`config.mk`:
```
export PLATFORM = sky130hd
export DESIGN_NAME = button_conditioner_flat
export DESIGN_NICKNAME = d
export VERILOG_FILES = /design/src/rtl/sw_pkg.sv /design/src/rtl/button_conditioner_if.sv /design/src/rtl/btn_debounce.sv /design/src/rtl/button_conditioner.sv /design/src/flat_wrapper.sv
export SDC_FILE = /design/constraint.sdc
export NUM_CORES = 1
export LEC_CHECK = 0
export BUFFER_PORTS_ARGS = -buffer_cell sky130_fd_sc_hd__buf_4
export CAP_MARGIN = 25
export CELL_PAD_IN_SITES_DETAIL_PLACEMENT = 1
export CELL_PAD_IN_SITES_GLOBAL_PLACEMENT = 2
export CORE_MARGIN = 4
export CORE_UTILIZATION = 35
export CTS_CLUSTER_SIZE = 8
export DETAILED_ROUTE_END_ITERATION = 8
export PLACE_DENSITY_LB_ADDON = 0.1
export SLEW_MARGIN = 30
export SYNTH_ARGS = -nofsm -noshare
export SYNTH_HDL_FRONTEND = slang
export SYNTH_HIERARCHICAL = 1
export SYNTH_SLANG_ARGS = --single-unit
```
`constraint.sdc`:
```
create_clock -name clk -period 2.3 [get_ports clk]
set_input_delay 0.46 -clock clk [delete_from_list [all_inputs] [get_ports clk]]
set_output_delay 0.46 -clock clk [all_outputs]
set_load 0.03 [all_outputs]
```
`src/rtl/sw_pkg.sv`:
```
// Shared definitions for the button conditioner: the debounce FSM state encoding,
// the counter width and the default timing parameters.
package sw_pkg;

  localparam int CNT_W = 16;

  localparam int DEBOUNCE_CYCLES_DEF = 16;
  localparam int HOLD_CYCLES_DEF     = 64;
  localparam int REPEAT_CYCLES_DEF   = 16;

  typedef enum logic [2:0] {
    ST_IDLE    = 3'd0,
    ST_ARM     = 3'd1,
    ST_HELD    = 3'd2,
    ST_REPEAT  = 3'd3,
    ST_RELEASE = 3'd4
  } btn_state_t;

endpackage

```
`src/rtl/button_conditioner_if.sv`:
```
// Raw front-panel inputs and conditioned outputs of the button conditioner.
// master drives the raw buttons and switches; slave is the conditioner itself.
interface button_conditioner_if;

  logic       inc_raw;
  logic       dec_raw;
  logic       rst_raw;
  logic       pause_raw;
  logic       down_raw;
  logic       adj_raw;
  logic       adj_b_raw;
  logic [1:0] sel_raw;

  logic       inc_btn;
  logic       dec_btn;
  logic       rst_btn;
  logic       pause_btn;
  logic       down_sw;
  logic       adj_sw;
  logic       adj_sw_b;
  logic [1:0] sel_sw;

  modport master (
    output inc_raw, dec_raw, rst_raw, pause_raw, down_raw, adj_raw, adj_b_raw, sel_raw,
    input  inc_btn, dec_btn, rst_btn, pause_btn, down_sw, adj_sw, adj_sw_b, sel_sw
  );

  modport slave (
    input  inc_raw, dec_raw, rst_raw, pause_raw, down_raw, adj_raw, adj_b_raw, sel_raw,
    output inc_btn, dec_btn, rst_btn, pause_btn, down_sw, adj_sw, adj_sw_b, sel_sw
  );

endinterface

```
`src/rtl/btn_debounce.sv`:
```
// One push-button channel: 2-flop synchronizer, debounce/auto-repeat FSM and a
// 16-bit timer, producing a registered single-cycle pulse per accepted event.
//
// state      | meaning
// IDLE       | button released and stable
// ARM        | press seen, counting stable samples before accepting it
// HELD       | press accepted, timing towards first auto-repeat
// REPEAT     | auto-repeating every REPEAT_CYCLES
// RELEASE    | release seen, counting stable samples before returning to IDLE
module btn_debounce
  import sw_pkg::*;
#(
  parameter int DEBOUNCE_CYCLES = DEBOUNCE_CYCLES_DEF,
  parameter int HOLD_CYCLES     = HOLD_CYCLES_DEF,
  parameter int REPEAT_CYCLES   = REPEAT_CYCLES_DEF
) (
  input  logic clk,
  input  logic rst_n,
  input  logic raw,
  input  logic repeat_en,
  output logic pulse
);

  localparam logic [CNT_W-1:0] DEB_TC  = CNT_W'(DEBOUNCE_CYCLES);
  localparam logic [CNT_W-1:0] HOLD_TC = CNT_W'(HOLD_CYCLES - 1);
  localparam logic [CNT_W-1:0] REP_TC  = CNT_W'(REPEAT_CYCLES - 1);
  localparam logic [CNT_W-1:0] CNT_MAX = '1;
  localparam logic [CNT_W-1:0] CNT_ONE = CNT_W'(1);

  logic             sync_q1;
  logic             sync_q2;
  btn_state_t       state;
  btn_state_t       state_nxt;
  logic [CNT_W-1:0] cnt;
  logic [CNT_W-1:0] cnt_nxt;
  logic             pulse_nxt;

  always_ff @(posedge clk) begin
    if (!rst_n) begin
      sync_q1 <= 1'b0;
      sync_q2 <= 1'b0;
      state   <= ST_IDLE;
      cnt     <= '0;
      pulse   <= 1'b0;
    end else begin
      sync_q1 <= raw;
      sync_q2 <= sync_q1;
      state   <= state_nxt;
      cnt     <= cnt_nxt;
      pulse   <= pulse_nxt;
    end
  end

  always_comb begin
    state_nxt = state;
    case (state)
      ST_IDLE:    if (sync_q2) state_nxt = ST_ARM;
      ST_ARM: begin
        if (!sync_q2)          state_nxt = ST_IDLE;
        else if (cnt == DEB_TC) state_nxt = ST_HELD;
      end
      ST_HELD: begin
        if (!sync_q2)                          state_nxt = ST_RELEASE;
        else if (repeat_en && cnt == HOLD_TC)  state_nxt = ST_REPEAT;
      end
      ST_REPEAT:  if (!sync_q2) state_nxt = ST_RELEASE;
      ST_RELEASE: begin
        if (sync_q2)            state_nxt = ST_HELD;
        else if (cnt == DEB_TC) state_nxt = ST_IDLE;
      end
      default:    state_nxt = ST_IDLE;
    endcase
  end

  always_comb begin
    cnt_nxt   = cnt;
    pulse_nxt = 1'b0;
    case (state)
      ST_IDLE:    cnt_nxt = sync_q2 ? CNT_ONE : '0;
      ST_ARM: begin
        if (!sync_q2) begin
          cnt_nxt = '0;
        end else if (cnt == DEB_TC) begin
          cnt_nxt   = '0;
          pulse_nxt = 1'b1;
        end else begin
          cnt_nxt = cnt + CNT_ONE;
        end
      end
      ST_HELD: begin
        if (!sync_q2) begin
          cnt_nxt = CNT_ONE;
        end else if (repeat_en && cnt == HOLD_TC) begin
          cnt_nxt   = '0;
          pulse_nxt = 1'b1;
        end else if (cnt != CNT_MAX) begin
          cnt_nxt = cnt + CNT_ONE;
        end
      end
      ST_REPEAT: begin
        // Losing repeat_en mid-repeat keeps the cadence but silences the pulses.
        if (!sync_q2) begin
          cnt_nxt = CNT_ONE;
        end else if (cnt == REP_TC) begin
          cnt_nxt   = '0;
          pulse_nxt = repeat_en;
        end else begin
          cnt_nxt = cnt + CNT_ONE;
        end
      end
      ST_RELEASE: begin
        if (sync_q2 || cnt == DEB_TC) cnt_nxt = '0;
        else                          cnt_nxt = cnt + CNT_ONE;
      end
      default:    cnt_nxt = '0;
    endcase
  end

endmodule

```
`src/rtl/button_conditioner.sv`:
```
// Front-panel conditioner for the stopwatch: four debounced push-buttons with
// auto-repeat on inc/dec, plain 2-flop synchronizers for the slide/select switches.
module button_conditioner
  import sw_pkg::*;
#(
  parameter int DEBOUNCE_CYCLES = DEBOUNCE_CYCLES_DEF,
  parameter int HOLD_CYCLES     = HOLD_CYCLES_DEF,
  parameter int REPEAT_CYCLES   = REPEAT_CYCLES_DEF
) (
  input  logic                 clk,
  input  logic                 rst_n,
  button_conditioner_if.slave  bus
);

  logic [4:0] sw_q1;
  logic [4:0] sw_q2;
  logic       inc_pulse;
  logic       dec_pulse;
  logic       rst_pulse;
  logic       pause_pulse;

  always_ff @(posedge clk) begin
    if (!rst_n) begin
      sw_q1 <= '0;
      sw_q2 <= '0;
    end else begin
      sw_q1 <= {bus.sel_raw, bus.adj_b_raw, bus.adj_raw, bus.down_raw};
      sw_q2 <= sw_q1;
    end
  end

  assign bus.down_sw  = sw_q2[0];
  assign bus.adj_sw   = sw_q2[1];
  assign bus.adj_sw_b = sw_q2[2];
  assign bus.sel_sw   = sw_q2[4:3];

  btn_debounce #(
    .DEBOUNCE_CYCLES (DEBOUNCE_CYCLES),
    .HOLD_CYCLES     (HOLD_CYCLES),
    .REPEAT_CYCLES   (REPEAT_CYCLES)
  ) u_inc (
    .clk       (clk),
    .rst_n     (rst_n),
    .raw       (bus.inc_raw),
    .repeat_en (sw_q2[1]),
    .pulse     (inc_pulse)
  );

  btn_debounce #(
    .DEBOUNCE_CYCLES (DEBOUNCE_CYCLES),
    .HOLD_CYCLES     (HOLD_CYCLES),
    .REPEAT_CYCLES   (REPEAT_CYCLES)
  ) u_dec (
    .clk       (clk),
    .rst_n     (rst_n),
    .raw       (bus.dec_raw),
    .repeat_en (sw_q2[1]),
    .pulse     (dec_pulse)
  );

  btn_debounce #(
    .DEBOUNCE_CYCLES (DEBOUNCE_CYCLES),
    .HOLD_CYCLES     (HOLD_CYCLES),
    .REPEAT_CYCLES   (REPEAT_CYCLES)
  ) u_rst (
    .clk       (clk),
    .rst_n     (rst_n),
    .raw       (bus.rst_raw),
    .repeat_en (1'b0),
    .pulse     (rst_pulse)
  );

  btn_debounce #(
    .DEBOUNCE_CYCLES (DEBOUNCE_CYCLES),
    .HOLD_CYCLES     (HOLD_CYCLES),
    .REPEAT_CYCLES   (REPEAT_CYCLES)
  ) u_pause (
    .clk       (clk),
    .rst_n     (rst_n),
    .raw       (bus.pause_raw),
    .repeat_en (1'b0),
    .pulse     (pause_pulse)
  );

  // Simultaneous inc and dec is ambiguous, so neither reaches the stopwatch.
  assign bus.inc_btn   = inc_pulse & ~dec_pulse;
  assign bus.dec_btn   = dec_pulse & ~inc_pulse;
  assign bus.rst_btn   = rst_pulse;
  assign bus.pause_btn = pause_pulse;

endmodule

```
`src/flat_wrapper.sv`:
```
// flat-port wrapper written by rule: the top's interface ports become plain ports
module button_conditioner_flat import sw_pkg::*;
#(
  parameter int DEBOUNCE_CYCLES = DEBOUNCE_CYCLES_DEF,
  parameter int HOLD_CYCLES     = HOLD_CYCLES_DEF,
  parameter int REPEAT_CYCLES   = REPEAT_CYCLES_DEF
)
  (clk, rst_n, bus_inc_raw, bus_dec_raw, bus_rst_raw, bus_pause_raw, bus_down_raw, bus_adj_raw, bus_adj_b_raw, bus_sel_raw, bus_inc_btn, bus_dec_btn, bus_rst_btn, bus_pause_btn, bus_down_sw, bus_adj_sw, bus_adj_sw_b, bus_sel_sw);
  button_conditioner_if bus_i ();
  input  logic clk;
  input  logic rst_n;
  input wire logic [$bits(bus_i.inc_raw)-1:0] bus_inc_raw;
  input wire logic [$bits(bus_i.dec_raw)-1:0] bus_dec_raw;
  input wire logic [$bits(bus_i.rst_raw)-1:0] bus_rst_raw;
  input wire logic [$bits(bus_i.pause_raw)-1:0] bus_pause_raw;
  input wire logic [$bits(bus_i.down_raw)-1:0] bus_down_raw;
  input wire logic [$bits(bus_i.adj_raw)-1:0] bus_adj_raw;
  input wire logic [$bits(bus_i.adj_b_raw)-1:0] bus_adj_b_raw;
  input wire logic [$bits(bus_i.sel_raw)-1:0] bus_sel_raw;
  output wire logic [$bits(bus_i.inc_btn)-1:0] bus_inc_btn;
  output wire logic [$bits(bus_i.dec_btn)-1:0] bus_dec_btn;
  output wire logic [$bits(bus_i.rst_btn)-1:0] bus_rst_btn;
  output wire logic [$bits(bus_i.pause_btn)-1:0] bus_pause_btn;
  output wire logic [$bits(bus_i.down_sw)-1:0] bus_down_sw;
  output wire logic [$bits(bus_i.adj_sw)-1:0] bus_adj_sw;
  output wire logic [$bits(bus_i.adj_sw_b)-1:0] bus_adj_sw_b;
  output wire logic [$bits(bus_i.sel_sw)-1:0] bus_sel_sw;
  assign bus_i.inc_raw = bus_inc_raw;
  assign bus_i.dec_raw = bus_dec_raw;
  assign bus_i.rst_raw = bus_rst_raw;
  assign bus_i.pause_raw = bus_pause_raw;
  assign bus_i.down_raw = bus_down_raw;
  assign bus_i.adj_raw = bus_adj_raw;
  assign bus_i.adj_b_raw = bus_adj_b_raw;
  assign bus_i.sel_raw = bus_sel_raw;
  assign bus_inc_btn = bus_i.inc_btn;
  assign bus_dec_btn = bus_i.dec_btn;
  assign bus_rst_btn = bus_i.rst_btn;
  assign bus_pause_btn = bus_i.pause_btn;
  assign bus_down_sw = bus_i.down_sw;
  assign bus_adj_sw = bus_i.adj_sw;
  assign bus_adj_sw_b = bus_i.adj_sw_b;
  assign bus_sel_sw = bus_i.sel_sw;
  button_conditioner #(.DEBOUNCE_CYCLES(DEBOUNCE_CYCLES), .HOLD_CYCLES(HOLD_CYCLES), .REPEAT_CYCLES(REPEAT_CYCLES)) u_core (.clk(clk), .rst_n(rst_n), .bus(bus_i));
endmodule
```
==> run_results.csv <==
group,metric,value,unit
yosys,synth_top_cells_by_area,"dfxtp_1, xnor2_1, nor2_1",
floorplanning,core,15300,um2
detailed_routing,drt_iter0_drc,242,
clock_network,cts_inserted_buffers,9,
sta,period_share,93.6,%
clock_network,path_clk_slew,0.07,ns
grt,overflow,0,
critical_path,startpoint_type,"register",
detailed_routing,drt_pre_antenna_iters,4,
sta,hold_viol,0,
critical_path,reg2regPathDepth,8,
yosys,synth_async_sr_flop_share,0,%
yosys,synth-xor-area-share,6.55,%
sta,fmaxAchievable,464,MHz
yosys,yosys.area.top_type,"dfxtp_1",
pwr,power_switching,0.899,mW
critical_path,critPathArrivalTime,2.40,ns
yosys,synth_most_common_cell,"dfxtp_1",
clock_network,cts_buffer_depth,2,
pwr,power_frac_comb,7.4,%
floorplanning,fp-row-count,45,
placed_design,gp_congestion,0.777,
layout,utilization,40.7,%
clock_network,ctsHoldBuffers,0,
clock_network,cts.sinks,98,
layout,drive_above_1_share,16.2,%
yosys,syn_area,5480,um2
critical_path,critPathRequiredTime,2.54,ns
detailed_routing,routed_wl,13500,um
yosys,synthTopCellsByCount,"dfxtp_1, nor2_1, nand2_1",
floorplanning,start_util,35.9,%
layout,nets,676,
sta,clock_skew,0.00740,ns
placed_design,place_inst,856,
critical_path,worstSetupPathType,"register to register",
worst_hold_path,hold_path_end,"u_core/sw_q1[1]",
yosys,synth-edff-count,0,
detailed_routing,post_drt_wl_per_cell,15.5,um
floorplanning,ios,20,
pwr,power_switching_share,25.7,%
yosys,synth_flop_cell,"dfxtp_1",
sta,drv_slew,0,
yosys,syn_inst,625,
pwr,power_frac_seq,50.8,%
yosys,synthMuxAreaShare,1.28,%
floorplanning,die_w,133,um
yosys,synth_compound_area_share,15.0,%
yosys,yosysSeqAreaShare,35.8,%
placed_design,hpwlAfterDp,9790,um
worst_hold_path,min_path_type,"input port to register",
clock_network,cts.htree.levels,3,
critical_path,cp_max_fo,6,
clock_network,cts_tree,"yes",
grt,grtUsageTotal,15.6,%
yosys,avgSynthCellArea,8.77,um2
critical_path,end_kind,"register",
grt,grt_antenna_before_repair,0,
sta,rsz0062_at_grt,"false",
grt,grt_pass1_vias,4614,
sta,worst_slew_pin_slew,0.610,ns
pwr,clkPwrFrac,41.8,%
critical_path,r2r-start,"u_core/u_dec/cnt[0]",
sta,max_slew_margin,59.0,%
yosys,synth_top_family_by_area,"simple AND/OR/NAND/NOR gates",
floorplanning,chipHeight,133,um
flow_run,drv_cap,0,
clock_network,clock_latency,0.35,ns
floorplanning,die_area,17700,um2
grt,grt_first_pass_wirelength,23400,um
clock_network,postCtsSetupRepairBufs,0,
placed_design,pre_cts_slack,0.0729,ns
layout,finalNonFillerCells,873,
sta,final-setup-viol-count,0,
layout,areaGrowthSynthToFinish,13.3,%
detailed_routing,avgViaCountPerCell,5.19,
clock_network,cts_resized,0,
sta,period_needed,2.15,ns
pwr,vdd_drop_max,0.329,mV
yosys,synthSimpleGateAreaFrac,33.6,%
yosys,synth_cell_type_count,67,
pwr,cellPowerDensity,565,nW/um2
layout,antenna_cells,0,
worst_hold_path,holdPathStages,2,
pwr,p_leak,2.16,nW
placed_design,io_buffer_count,19,
yosys,ys.warnings.count,6,
critical_path,r2r-end,"u_core/u_dec/state[0]",
detailed_routing,drcViolationCount,0,
sta,setup_tns,0,ns
critical_path,rrSetupSlack,0.15,ns
yosys,synth-adder-area-share,1.83,%
sta,worst_slack,0.147,ns
detailed_routing,dr_total_vias,4534,
yosys,synth_top_area_share,35.8,%
clock_network,root_buffer,"clkbuf_16",
grt,grt_max_degree,32,
detailed_routing,final_antenna_net_count,0,
outcome,outcome,"finished clean",
yosys,ys_ff_latch,98,
worst_hold_path,min_from,"bus_adj_raw",
pwr,p_int,2.61,mW
[layout by cell type, fill, tap and decap left out, types with 7 or more instances in the layout]
cell type	Yosys	final
dfxtp_1	98	97
nor2_1	79	79
buf_4	7	43
nand2_1	41	41
xnor2_1	34	34
inv_1	26	26
o21ai_0	25	25
nand3_1	25	25
and2_1	21	21
and3_1	20	20
nand4_1	20	20
nor3b_1	19	19
a21oi_1	17	17
a211oi_1	13	13
nor3_1	10	10
clkbuf_16	0	9
nor4_1	8	8
a31oi_1	8	8
ha_1	8	8
nor2b_1	7	7
mux2i_1	7	7
xor2_1	7	7
[kinds of logic (layout without fill, tap and decap cells)]
group	after synthesis	count (layout)
simple gates	306	306
compound gates	107	107
flops	98	98
buf+inv	57	89
xor+xnor	41	41
fa+ha+maj	8	8
mux	7	7
other cells	1	6
[power groups by stage]
| stage | logic (mW) | registers (mW) | clock network (mW) |
|---|---|---|---|
| floorplan | 0.183 | 1.81 | 0 |
| global placement | 0.251 | 1.82 | 0 |
| detailed placement | 0.259 | 1.82 | 0 |
| CTS | 0.259 | 1.78 | 1.53 |
| global route | 0.294 | 1.79 | 1.60 |
| finish | 0.259 | 1.78 | 1.47 |
[worst max-delay path, stage by stage (launching register included)]
cell and delay, ns:
dfxtp_1 0.36, inv_1 0.09, ha_1 0.14, or4b_2 0.62, nor4_4 0.20, buf_4 0.18, o21ai_0 0.07, a22o_1 0.25
o211a_1 0.12
[metrics by stage]
step / cell area, um2 / power, mW / hold WS (ns)
floorplan: 5500 / 1.99 / 0.406
global placement: 5910 / 2.07 / 0.410
detailed placement: 5910 / 2.08 / 0.421
CTS: 6180 / 3.57 / 0.300
global route: 6210 / 3.68 / 0.298
finish: 6210 / 3.51 / 0.311
[routing by layer]
layer | global-route usage, % | share of wire, %
met1 | 20.4 | 48
met2 | 26.6 | 49
met5 | 0 | 0
met3 | 3.55 | 2.0
met4 | 3.43 | 1.0
[worst max path at each step]
stage,endpoint,cells after the start,start
finish,u_core/u_dec/state[0],8,u_core/u_dec/cnt[0]
global route,u_core/u_inc/cnt[2],7,u_core/u_inc/cnt[0]
CTS,u_core/u_inc/cnt[6],8,u_core/u_inc/cnt[0]
detailed placement,u_core/u_inc/cnt[6],8,u_core/u_inc/cnt[0]
global placement,u_core/u_inc/cnt[6],8,u_core/u_inc/cnt[0]
floorplan,u_core/u_dec/cnt[10],8,u_core/u_dec/cnt[0]
[cell type report]
type / instances / area [um2]
clock buffers: 9 / 225
clock inverters: 7 / 52.6
fillers: 1787 / 9050
inverters: 26 / 97.6
multi-input cells: 475 / 3220
flip-flops and latches: 98 / 1960
well taps: 211 / 264
repair buffers: 47 / 385
[registers in the layout, indices dropped and copies added (netlist names), 3 cells and up]
name                  flops
u_core/u_inc/state        3
u_core/u_rst/cnt         16
u_core/u_dec/state        3
u_core/sw_q1              5
u_core/sw_q2              5
u_core/u_pause/state      3
u_core/u_inc/cnt         16
u_core/u_dec/cnt         16
u_core/u_pause/cnt       16
u_core/u_rst/state        3
No activity file was read; power rests on OpenSTA's default activity.
